--- config.mk ---
export PLATFORM = sky130hd
export DESIGN_NAME = alu_seq
export DESIGN_NICKNAME = d
export VERILOG_FILES = /design/src/rtl/alu_seq.sv
export SDC_FILE = /design/constraint.sdc
export NUM_CORES = 1
export LEC_CHECK = 0
export ABC_CLOCK_PERIOD_IN_PS = 3000
export BUFFER_PORTS_ARGS = -buffer_cell sky130_fd_sc_hd__clkbuf_2
export CAP_MARGIN = 20
export CORE_ASPECT_RATIO = 1.4
export CORE_UTILIZATION = 45
export DETAILED_ROUTE_END_ITERATION = 10
export HOLD_SLACK_MARGIN = 0.15
export PLACE_DENSITY_LB_ADDON = 0.1
export SETUP_SLACK_MARGIN = 0.2
export SLEW_MARGIN = 20
export SYNTH_ARGS = -nofsm -noshare
export SYNTH_HDL_FRONTEND = slang
export SYNTH_SLANG_ARGS = --single-unit
--- constraint.sdc ---
create_clock -name i_clk -period 3 [get_ports i_clk]
set_clock_uncertainty 0.1 [all_clocks]
set_input_delay 0.45 -clock i_clk [delete_from_list [all_inputs] [get_ports i_clk]]
set_output_delay 0.45 -clock i_clk [all_outputs]
set_load 0.03 [all_outputs]
--- src/rtl/alu_seq.sv ---
// rtl/alu_seq.sv - sequential ALU with valid/ready handshake, iterative shifts and NZCV flags
// Optional shift-add multiplier (opcode 9) enabled by defining ALU_SEQ_MUL_EN.
module alu_seq #(
    parameter int DATA_WIDTH   = 36,
    parameter int ALU_OP_WIDTH = 4
) (
    input  logic                    i_clk,
    input  logic                    i_rst,
    input  logic                    i_valid,
    output logic                    o_ready,
    input  logic [DATA_WIDTH-1:0]   i_a,
    input  logic [DATA_WIDTH-1:0]   i_b,
    input  logic [ALU_OP_WIDTH-1:0] i_op,
    output logic                    o_valid,
    input  logic                    i_ready,
    output logic [DATA_WIDTH-1:0]   o_result,
    output logic [3:0]              o_flags,
    output logic                    o_err
);

    localparam int SHAMT_WIDTH = $clog2(DATA_WIDTH);
    localparam int CW          = SHAMT_WIDTH + 1;
    localparam int MSB         = DATA_WIDTH - 1;

    localparam logic [ALU_OP_WIDTH-1:0] OP_ADD = ALU_OP_WIDTH'(0);
    localparam logic [ALU_OP_WIDTH-1:0] OP_SUB = ALU_OP_WIDTH'(1);
    localparam logic [ALU_OP_WIDTH-1:0] OP_AND = ALU_OP_WIDTH'(2);
    localparam logic [ALU_OP_WIDTH-1:0] OP_OR  = ALU_OP_WIDTH'(3);
    localparam logic [ALU_OP_WIDTH-1:0] OP_XOR = ALU_OP_WIDTH'(4);
    localparam logic [ALU_OP_WIDTH-1:0] OP_SLT = ALU_OP_WIDTH'(5);
    localparam logic [ALU_OP_WIDTH-1:0] OP_SLL = ALU_OP_WIDTH'(6);
    localparam logic [ALU_OP_WIDTH-1:0] OP_SRL = ALU_OP_WIDTH'(7);
    localparam logic [ALU_OP_WIDTH-1:0] OP_SRA = ALU_OP_WIDTH'(8);
`ifdef ALU_SEQ_MUL_EN
    localparam logic [ALU_OP_WIDTH-1:0] OP_MUL = ALU_OP_WIDTH'(9);
`endif

    typedef enum logic [1:0] {
        IDLE  = 2'd0,
        SHIFT = 2'd1,
`ifdef ALU_SEQ_MUL_EN
        MUL   = 2'd3,
`endif
        DONE  = 2'd2
    } state_t;

    state_t                  state_q, state_d;
    logic [CW-1:0]           count_q, count_d;
    logic [ALU_OP_WIDTH-1:0] op_q, op_d;
    logic [DATA_WIDTH-1:0]   result_q, result_d;
    logic [3:0]              flags_q, flags_d;
    logic                    err_q, err_d;

    logic                    accept;
    logic [CW-1:0]           shift_count;
    logic [DATA_WIDTH:0]     add_sum;
    logic [DATA_WIDTH:0]     sub_sum;
    logic                    add_v;
    logic                    sub_v;
    logic [DATA_WIDTH-1:0]   sh_val;
    logic                    sh_out;

`ifdef ALU_SEQ_MUL_EN
    logic [DATA_WIDTH-1:0]   mcand_q, mcand_d;
    logic [2*DATA_WIDTH-1:0] prod_q, prod_d;
    logic [DATA_WIDTH:0]     mul_sum;
    logic                    mul_hi_nz;
`endif

    function automatic logic [1:0] nz(input logic [DATA_WIDTH-1:0] r);
        return {r[MSB], r == '0};
    endfunction

    assign accept  = i_valid && o_ready;
    assign o_ready = (state_q == IDLE) && !i_rst;
    assign o_valid = (state_q == DONE);
    assign o_result = result_q;
    assign o_flags  = flags_q;
    assign o_err    = err_q;

    // Amounts at or beyond the width saturate to exactly DATA_WIDTH single-bit steps.
    assign shift_count = ({1'b0, i_b[SHAMT_WIDTH-1:0]} >= CW'(DATA_WIDTH)) ?
                         CW'(DATA_WIDTH) : {1'b0, i_b[SHAMT_WIDTH-1:0]};

    assign add_sum = {1'b0, i_a} + {1'b0, i_b};
    assign sub_sum = {1'b0, i_a} + {1'b0, ~i_b} + (DATA_WIDTH+1)'(1);
    assign add_v   = (i_a[MSB] == i_b[MSB]) && (add_sum[MSB] != i_a[MSB]);
    assign sub_v   = (i_a[MSB] != i_b[MSB]) && (sub_sum[MSB] != i_a[MSB]);

    always_comb begin
        sh_val = result_q;
        sh_out = 1'b0;
        case (op_q)
            OP_SLL: begin
                sh_val = {result_q[MSB-1:0], 1'b0};
                sh_out = result_q[MSB];
            end
            OP_SRL: begin
                sh_val = {1'b0, result_q[MSB:1]};
                sh_out = result_q[0];
            end
            OP_SRA: begin
                sh_val = {result_q[MSB], result_q[MSB:1]};
                sh_out = result_q[0];
            end
            default: ;
        endcase
    end

`ifdef ALU_SEQ_MUL_EN
    // Low half of prod_q starts as the multiplier and drains out as the product fills in.
    assign mul_sum   = {1'b0, prod_q[2*DATA_WIDTH-1:DATA_WIDTH]} +
                       (prod_q[0] ? {1'b0, mcand_q} : '0);
    assign mul_hi_nz = |mul_sum[DATA_WIDTH:1];
`endif

    always_comb begin
        state_d  = state_q;
        count_d  = count_q;
        op_d     = op_q;
        result_d = result_q;
        flags_d  = flags_q;
        err_d    = err_q;
`ifdef ALU_SEQ_MUL_EN
        mcand_d  = mcand_q;
        prod_d   = prod_q;
`endif
        case (state_q)
            IDLE: begin
                if (accept) begin
                    op_d    = i_op;
                    err_d   = 1'b0;
                    state_d = DONE;
                    case (i_op)
                        OP_ADD: begin
                            result_d = add_sum[MSB:0];
                            flags_d  = {nz(add_sum[MSB:0]), add_sum[DATA_WIDTH], add_v};
                        end
                        OP_SUB: begin
                            result_d = sub_sum[MSB:0];
                            flags_d  = {nz(sub_sum[MSB:0]), sub_sum[DATA_WIDTH], sub_v};
                        end
                        OP_AND: begin
                            result_d = i_a & i_b;
                            flags_d  = {nz(i_a & i_b), 2'b00};
                        end
                        OP_OR: begin
                            result_d = i_a | i_b;
                            flags_d  = {nz(i_a | i_b), 2'b00};
                        end
                        OP_XOR: begin
                            result_d = i_a ^ i_b;
                            flags_d  = {nz(i_a ^ i_b), 2'b00};
                        end
                        OP_SLT: begin
                            result_d = ($signed(i_a) < $signed(i_b)) ? DATA_WIDTH'(1) : '0;
                            flags_d  = {nz(result_d), 2'b00};
                        end
                        OP_SLL, OP_SRL, OP_SRA: begin
                            result_d = i_a;
                            count_d  = shift_count;
                            flags_d  = {nz(i_a), 2'b00};
                            if (shift_count != '0) begin
                                state_d = SHIFT;
                            end
                        end
`ifdef ALU_SEQ_MUL_EN
                        OP_MUL: begin
                            mcand_d = i_a;
                            prod_d  = {{DATA_WIDTH{1'b0}}, i_b};
                            count_d = CW'(DATA_WIDTH);
                            state_d = MUL;
                        end
`endif
                        default: begin
                            result_d = '0;
                            flags_d  = 4'b0100;
                            err_d    = 1'b1;
                        end
                    endcase
                end
            end
            SHIFT: begin
                result_d = sh_val;
                count_d  = count_q - CW'(1);
                if (count_q == CW'(1)) begin
                    flags_d = {nz(sh_val), sh_out, 1'b0};
                    state_d = DONE;
                end
            end
`ifdef ALU_SEQ_MUL_EN
            MUL: begin
                prod_d  = {mul_sum, prod_q[DATA_WIDTH-1:1]};
                count_d = count_q - CW'(1);
                if (count_q == CW'(1)) begin
                    result_d = prod_d[MSB:0];
                    flags_d  = {nz(prod_d[MSB:0]), mul_hi_nz, mul_hi_nz};
                    state_d  = DONE;
                end
            end
`endif
            DONE: begin
                if (i_ready) begin
                    state_d = IDLE;
                end
            end
            default: state_d = IDLE;
        endcase
    end

    always_ff @(posedge i_clk) begin
        if (i_rst) begin
            state_q  <= IDLE;
            count_q  <= '0;
            op_q     <= '0;
            result_q <= '0;
            flags_q  <= '0;
            err_q    <= 1'b0;
`ifdef ALU_SEQ_MUL_EN
            mcand_q  <= '0;
            prod_q   <= '0;
`endif
        end else begin
            state_q  <= state_d;
            count_q  <= count_d;
            op_q     <= op_d;
            result_q <= result_d;
            flags_q  <= flags_d;
            err_q    <= err_d;
`ifdef ALU_SEQ_MUL_EN
            mcand_q  <= mcand_d;
            prod_q   <= prod_d;
`endif
        end
    end

endmodule

==> results of run 1 <==
-- registers in the layout (all words and copies together) (netlist names) --
register and count:
o_flags 4, o_err 1, count_q 7, op_q 4, o_result 36, state_q 2
-- final cells by class --
class | instances | area [um^2]
Timing Repair Buffer | 694 | 5280
Clock buffer | 6 | 139
Tap cell | 301 | 377
Fill cell | 1720 | 5030
Clock inverter | 2 | 38.8
Multi-Input combinational cell | 1242 | 10000
Sequential cell | 54 | 1090
Inverter | 113 | 462
-- critical path, delay by kind of cell, from the launching register on --
kind,cells,cell delay [ns]
AOI/OAI and AO/OA,3,0.67
buffers and inverters,1,0.17
DFF,1,0.38
and+or+nand+nor,8,2.05
-- power groups by stage --
stage	Clock (uW)	Combinational (uW)	Sequential, uW
finish	720	3600	794
global route	751	3750	798
CTS	723	3180	790
detailed placement	0	2860	805
global placement	0	2830	804
floorplan	0	1370	835
-- worst paths after layout --
path | from | to | slack [ns]
max reg2reg | op_q[1]$_SDFFE_PP0P_ | o_flags[2]$_SDFFE_PP0P_ | -0.43
max | op_q[1]$_SDFFE_PP0P_ | o_flags[2]$_SDFFE_PP0P_ | -0.43
min | i_ready | state_q[1]$_SDFFE_PP0P_ | 0.34
min reg2reg | o_flags[0]$_SDFFE_PP0P_ | o_flags[0]$_SDFFE_PP0P_ | 0.36
-- layer usage --
layer  track usage (%)  wire length, um  vias to the layer above
met3              11.0             6010                      423
met4              42.5             6590                        0
li1                  -                -                     6900
met2              78.8            26800                     1117
met5                 0                0                        -
met1              52.3            19500                     7305
-- metrics by stage --
stage | utilization, % | TNS [ns] | setup WS, ns
after CTS | 73.4 | -1.35 | -0.278
after global placement | 67.4 | -15.80 | -1.21
after detailed placement | 67.4 | -16.38 | -1.18
after floorplan | - | 0 | 0.0546
after global routing | 77.6 | -4.26 | -0.487
final | 77.6 | -2.83 | -0.427
-- cells by family after synthesis --
group                      count (synthesis)  synth area share (%)
muxes                                      6                 0.610
AOI/OAI and AO/OA                        545                  36.2
and+or+nand+nor                          521                  25.5
buffers and inverters                    217                  8.16
adders and majority gates                119                  14.7
xor gates and xnor gates                  51                  4.35
DFF                                       54                  10.5
-- Yosys cell counts, types with 5 or more instances --
master	n
o22ai_1	9
o21ai_0	114
nor3_1	46
a211oi_1	17
o21a_1	8
a22oi_1	24
nand2_1	128
clkbuf_1	87
o21bai_1	15
and3_1	10
a221oi_1	38
a22o_1	11
inv_1	110
a31oi_1	22
ha_1	117
a311oi_1	5
nand2b_1	14
xnor2_1	45
or3_1	10
o2111ai_1	8
o31ai_1	16
nor4_1	37
nor2_1	127
nand4_1	30
a211o_1	8
nand3_1	41
o211ai_1	18
buf_2	6
buf_1	9
a2111oi_0	6
and2_1	10
o221ai_1	18
xor2_1	6
dfxtp_1	54
nand3b_1	10
a222oi_1	20
o31a_1	5
a221o_1	13
a21o_1	10
nor2b_1	19
a21oi_1	127
or4_1	8
-- repair_timing --
item	in CTS	in global routing
resized for setup	195	164
pin swaps	113	101
setup buffers	27	20
setup endpoints to repair	31	33
==> results.sh, run 1 <==
export IMPL_hp_class="input pin to flop"
export IMPL_p_clk_share_pct=14.1
export IMPL_setup_slack_ns=-0.427
export IMPL_nNetsFinal=2309
export IMPL_place_area_um2=15100
export IMPL_outcome="finished with violations"
export IMPL_worstSetupPathType="flop to flop"
export IMPL_setup_viol_count_final=18
export IMPL_ant_nets=0
export IMPL_synth_top_cells_by_area="ha_1 (14%), dfxtp_1 (11%), a21oi_1 (6.2%), o21ai_0 (5.6%), nand2_1 (4.7%)"
export IMPL_grt_use_total_pct=48.5
export IMPL_die_area_um2=23400
export IMPL_finalPower_uw=5110
export IMPL_placed_cells=2357
export IMPL_die_x_um=130
export IMPL_cts_tree="done"
export IMPL_ys_types=84
export IMPL_hold_viol=0
export IMPL_power_internal_uw=2820
export IMPL_firstDrtPassIters=7
export IMPL_ys_warn_count=0
export IMPL_vias_per_cell=6.53
export IMPL_synth_ff_type="dfxtp_1"
export IMPL_synth_edf_count=0
export IMPL_critPathMaxStageDelay_ns=0.38
export IMPL_die_h_um=181
export IMPL_yosysTopAreaCell="ha_1"
export IMPL_grt_max_degree=58
export IMPL_syn_inst=1513
export IMPL_critPathCaptureType="flop"
export IMPL_start_util_pct=45.7
export IMPL_clock_latency_ns=0.31
export IMPL_synth_seq_cells=54
export IMPL_seq_area_frac_synth_pct=10.5
export IMPL_finalNonFillerCells=2412
export IMPL_fin_area_um2=17400
export IMPL_p_seq_share_pct=15.5
export IMPL_place_gp_congestion=1.08
export IMPL_grt_pass1_vias=14978
export IMPL_cap_violations=0
export IMPL_syn_to_final_growth_pct=69.7
export IMPL_drc=0
export IMPL_grt_ovfl_total=0
export IMPL_cp_start_kind="flop"
export IMPL_yosysTopAreaCellShare_pct=14.3
export IMPL_path_cells="and4b_2, or2_4, a22o_1, nor4_2, nand3_2, nor4_4, o31a_2, nand4b_1, nor4_2, buf_4, a31oi_4, nand2_1"
export IMPL_slew_headroom_pct=41.1
export IMPL_post_drt_wl_per_cell_um=24.4
export IMPL_dp_hpwl_um=44800
export IMPL_layout_common_cells="buf_4 (542), nand2_1 (125), nor2_1 (117)"
export IMPL_grt_pass1_wl_um=85800
export IMPL_arrival_ns=3.59
export IMPL_worstPathRequired_ns=3.16
export IMPL_violations="negative setup slack"
export IMPL_rsz0062_at_grt="yes"
export IMPL_cts_buffer_depth=2
export IMPL_first_iter_violations=1645
export IMPL_slew_viol_final=0
export IMPL_fin_hold_ws_ns=0.345
export IMPL_rows=65
export IMPL_total_leakage_power_uw=0.00772
export IMPL_slowest_stage="dfxtp_4"
export IMPL_powerDensity_nw_per_um2=294
export IMPL_syn_nets=1712
export IMPL_clock_sinks=54
export IMPL_cts_buffers=5
export IMPL_clock_fmax_mhz=292
export IMPL_dr_total_vias=15745
export IMPL_min_period_ns=3.43
export IMPL_ir_worst_vdd_v=0.000407
export IMPL_numPortBuffers=122
export IMPL_layout_drive_gt1_share_pct=45.1
export IMPL_num_io_pins=123
export IMPL_clkTransAtPathRegs_ns=0.08
export IMPL_ff2ff_path_depth=12
export IMPL_p_sw_share_pct=44.9
export IMPL_cpMostUsedCell="nor4_2"
export IMPL_path_max_fanout=7
export IMPL_syn_area_um2=10300
export IMPL_ctsHoldBuffers=0
export IMPL_power_switching_uw=2290
export IMPL_clockRootBuffer="clkbuf_16"
export IMPL_pwr_share_comb_pct=70.4
export IMPL_antenna_found_initial=0
export IMPL_core_um2=22400
export IMPL_max_slew_worst_pin_slew_ns=0.880
export IMPL_antenna_cells=0
export IMPL_syn_avg_cell_area_um2=6.78
export IMPL_whs_path_depth=3
export IMPL_htreeDepth=2
export IMPL_period_share_pct=114
export IMPL_drt_total_wl_um=58900
export IMPL_async_flop_share_pct=0
export IMPL_final_common_cell="buf_4"
No activity file was read; power rests on OpenSTA's default activity.
==> run 2, diff against run 1 <==
--- a/config.mk
+++ b/config.mk
@@ -5,7 +5,7 @@
 export SDC_FILE = /design/constraint.sdc
 export NUM_CORES = 1
 export LEC_CHECK = 0
-export ABC_CLOCK_PERIOD_IN_PS = 3000
+export ABC_CLOCK_PERIOD_IN_PS = 3900
 export BUFFER_PORTS_ARGS = -buffer_cell sky130_fd_sc_hd__clkbuf_2
 export CAP_MARGIN = 20
 export CORE_ASPECT_RATIO = 1.4
==> constraint.sdc (replaced) <==
create_clock -name i_clk -period 3.9 [get_ports i_clk]
set_clock_uncertainty 0.1 [all_clocks]
set_input_delay 0.585 -clock i_clk [delete_from_list [all_inputs] [get_ports i_clk]]
set_output_delay 0.585 -clock i_clk [all_outputs]
set_load 0.03 [all_outputs]
==> run 2 against run 1 <==
Effect of this change:
- the run now ends clean
- first-iteration DRC count down 17%
- global-route usage is 5.5 points lower
- sequential share of layout area increased by 2.2 points
- clock power shrank 23%
- critical path depth is the same
- worst hold slack improved by 0.017 ns
- via count shrank 14%
- combinational power down 48%
- final cell count decreased by 15%
- die area unchanged
- critical path type unchanged
- largest power group unchanged
- highest routed layer unchanged
==> results.sh, run 2 (synthesis gave the netlist of run 1 again) <==
export IMPL_finalNonFillerCells=2057
export IMPL_outcome="finished clean"
export IMPL_syn_to_final_growth_pct=24.3
export IMPL_rows=65
export IMPL_drc=0
export IMPL_placed_cells=2046
export IMPL_layout_drive_gt1_share_pct=22.0
export IMPL_htreeDepth=2
export IMPL_fillers=2346
export IMPL_total_leakage_power_uw=0.00555
export IMPL_dp_hpwl_um=41000
export IMPL_clockRootBuffer="clkbuf_16"
export IMPL_layout_common_cells="buf_4 (215), nand2_1 (128), a21oi_1 (125), nor2_1 (125), clkbuf_2 (122)"
export IMPL_utilization_pct=56.8
export IMPL_path_cells="or3b_1, a21oi_2, nor3_1, or4_1, a2111o_1, nor4_2, buf_4, o31a_2, nand4b_1, nor4_1, a31oi_1, nand2_1"
export IMPL_antenna_found_initial=0
export IMPL_numPortBuffers=122
export IMPL_clkTransAtPathRegs_ns=0.08
export IMPL_core_um2=22400
export IMPL_clock_sinks=54
export IMPL_die_area_um2=23400
export IMPL_slew_headroom_pct=15.1
export IMPL_clock_latency_ns=0.31
export IMPL_period_share_pct=96.8
export IMPL_slew_viol_final=0
export IMPL_worstPathRequired_ns=4.06
export IMPL_nNetsFinal=1953
export IMPL_cts_buffer_depth=2
export IMPL_setup_viol_count_final=0
export IMPL_rsz0062_at_grt="yes"
export IMPL_largest_reg_flops=36
export IMPL_powerDensity_nw_per_um2=240
export IMPL_cts_tree="done"
export IMPL_path_max_fanout=9
export IMPL_hold_viol=0
export IMPL_first_iter_violations=1367
export IMPL_path_delay_family="simple AND/OR/NAND/NOR gates"
export IMPL_arrival_ns=3.93
export IMPL_finalPower_uw=3060
export IMPL_min_period_ns=3.78
export IMPL_place_gp_congestion=1.08
export IMPL_grt_use_total_pct=43.0
export IMPL_post_drt_wl_per_cell_um=24.7
export IMPL_vias_per_cell=6.59
export IMPL_start_util_pct=45.7
export IMPL_num_io_pins=123
export IMPL_grt_pass1_vias=12665
export IMPL_cp_num_buf_inv=1
export IMPL_die_h_um=181
export IMPL_worstSetupPathType="flop to flop"
export IMPL_max_slew_worst_pin_slew_ns=1.26
export IMPL_dr_total_vias=13564
export IMPL_drt_total_wl_um=50800
export IMPL_ant_nets=0
export IMPL_firstDrtPassIters=6
export IMPL_cap_violations=0
export IMPL_cp_start_kind="flop"
export IMPL_cts_buffers=5
export IMPL_critPathMaxStageDelay_ns=0.61
export IMPL_slowest_stage="or4_1"
export IMPL_critPathCaptureType="flop"
export IMPL_grt_max_degree=59
export IMPL_clock_fmax_mhz=265
export IMPL_ir_worst_vdd_v=0.000246
export IMPL_die_x_um=130
export IMPL_grt_ovfl_total=0
export IMPL_hp_class="flop to flop"
export IMPL_final_setup_tns_ns=0
export IMPL_grt_pass1_wl_um=75500
export IMPL_final_common_cell="buf_4"
export IMPL_ctsHoldBuffers=0
run 2: area by class of cell:
type                            count  area [um^2]  share of cell area (%)
Antenna cell                        1         2.50                  0.0196
Inverter                          113          424                    3.33
Sequential cell                    54         1080                    8.48
Timing Repair Buffer              338         2240                    17.6
Tap cell                          301          377                    2.95
Multi-Input combinational cell   1242         8450                    66.2
Clock buffer                        6          139                    1.09
Clock inverter                      2         38.8                   0.304
run 2: worst reg2reg max path, delay by kind of cell (launching register included):
family          cells  cell delay (ns)
compound gates      4             0.86
buf+inv             1             0.18
simple gates        7             2.12
flops               1             0.48
run 2: through the flow:
step                      hold WS (ns)  instance area [um^2]  setup WS [ns]
final                            0.362                 12800          0.124
after global routing             0.391                 12800         0.0709
after CTS                        0.364                 12700          0.224
after detailed placement         0.353                 12500         -0.780
after global placement           0.343                 12500         -0.763
after floorplan                  0.345                 10300          0.502
run 2: per-layer routing:
metal | global-route usage [%] | part of all wire, % | up-vias
met3 | 7.48 | 7.9 | 214
met4 | 33.8 | 8.4 | 0
met5 | 0 | 0 | -
met1 | 48.4 | 37 | 6375
li1 | - | - | 6184
met2 | 70.7 | 47 | 791
run 2: power by group:
| part | switching (uW) | total (uW) | internal [uW] |
|---|---|---|---|
| combinational | 1160 | 1890 | 732 |
| clock | 229 | 553 | 324 |
| sequential | 42.1 | 618 | 576 |
| total | 1430 | 3060 | 1630 |
run 2: worst paths after layout:
path,slack (ns),to,start,cells past startpoint
setup / recovery,0.12,o_flags[2]$_SDFFE_PP0P_,op_q[3]$_SDFFE_PP0P_,12
hold / removal,0.36,o_flags[0]$_SDFFE_PP0P_,o_flags[0]$_SDFFE_PP0P_,2
setup reg to reg,0.12,o_flags[2]$_SDFFE_PP0P_,op_q[3]$_SDFFE_PP0P_,12
hold reg to reg,0.36,o_flags[0]$_SDFFE_PP0P_,o_flags[0]$_SDFFE_PP0P_,2
run 2: repair_timing:
item / in CTS / in global routing
resized for setup: 9 / 12
endpoints found under the setup margin: 9 / 13
hold endpoints to repair: 0 / 0
pin swaps: 2 / 1
buffers inserted: 2 / 0
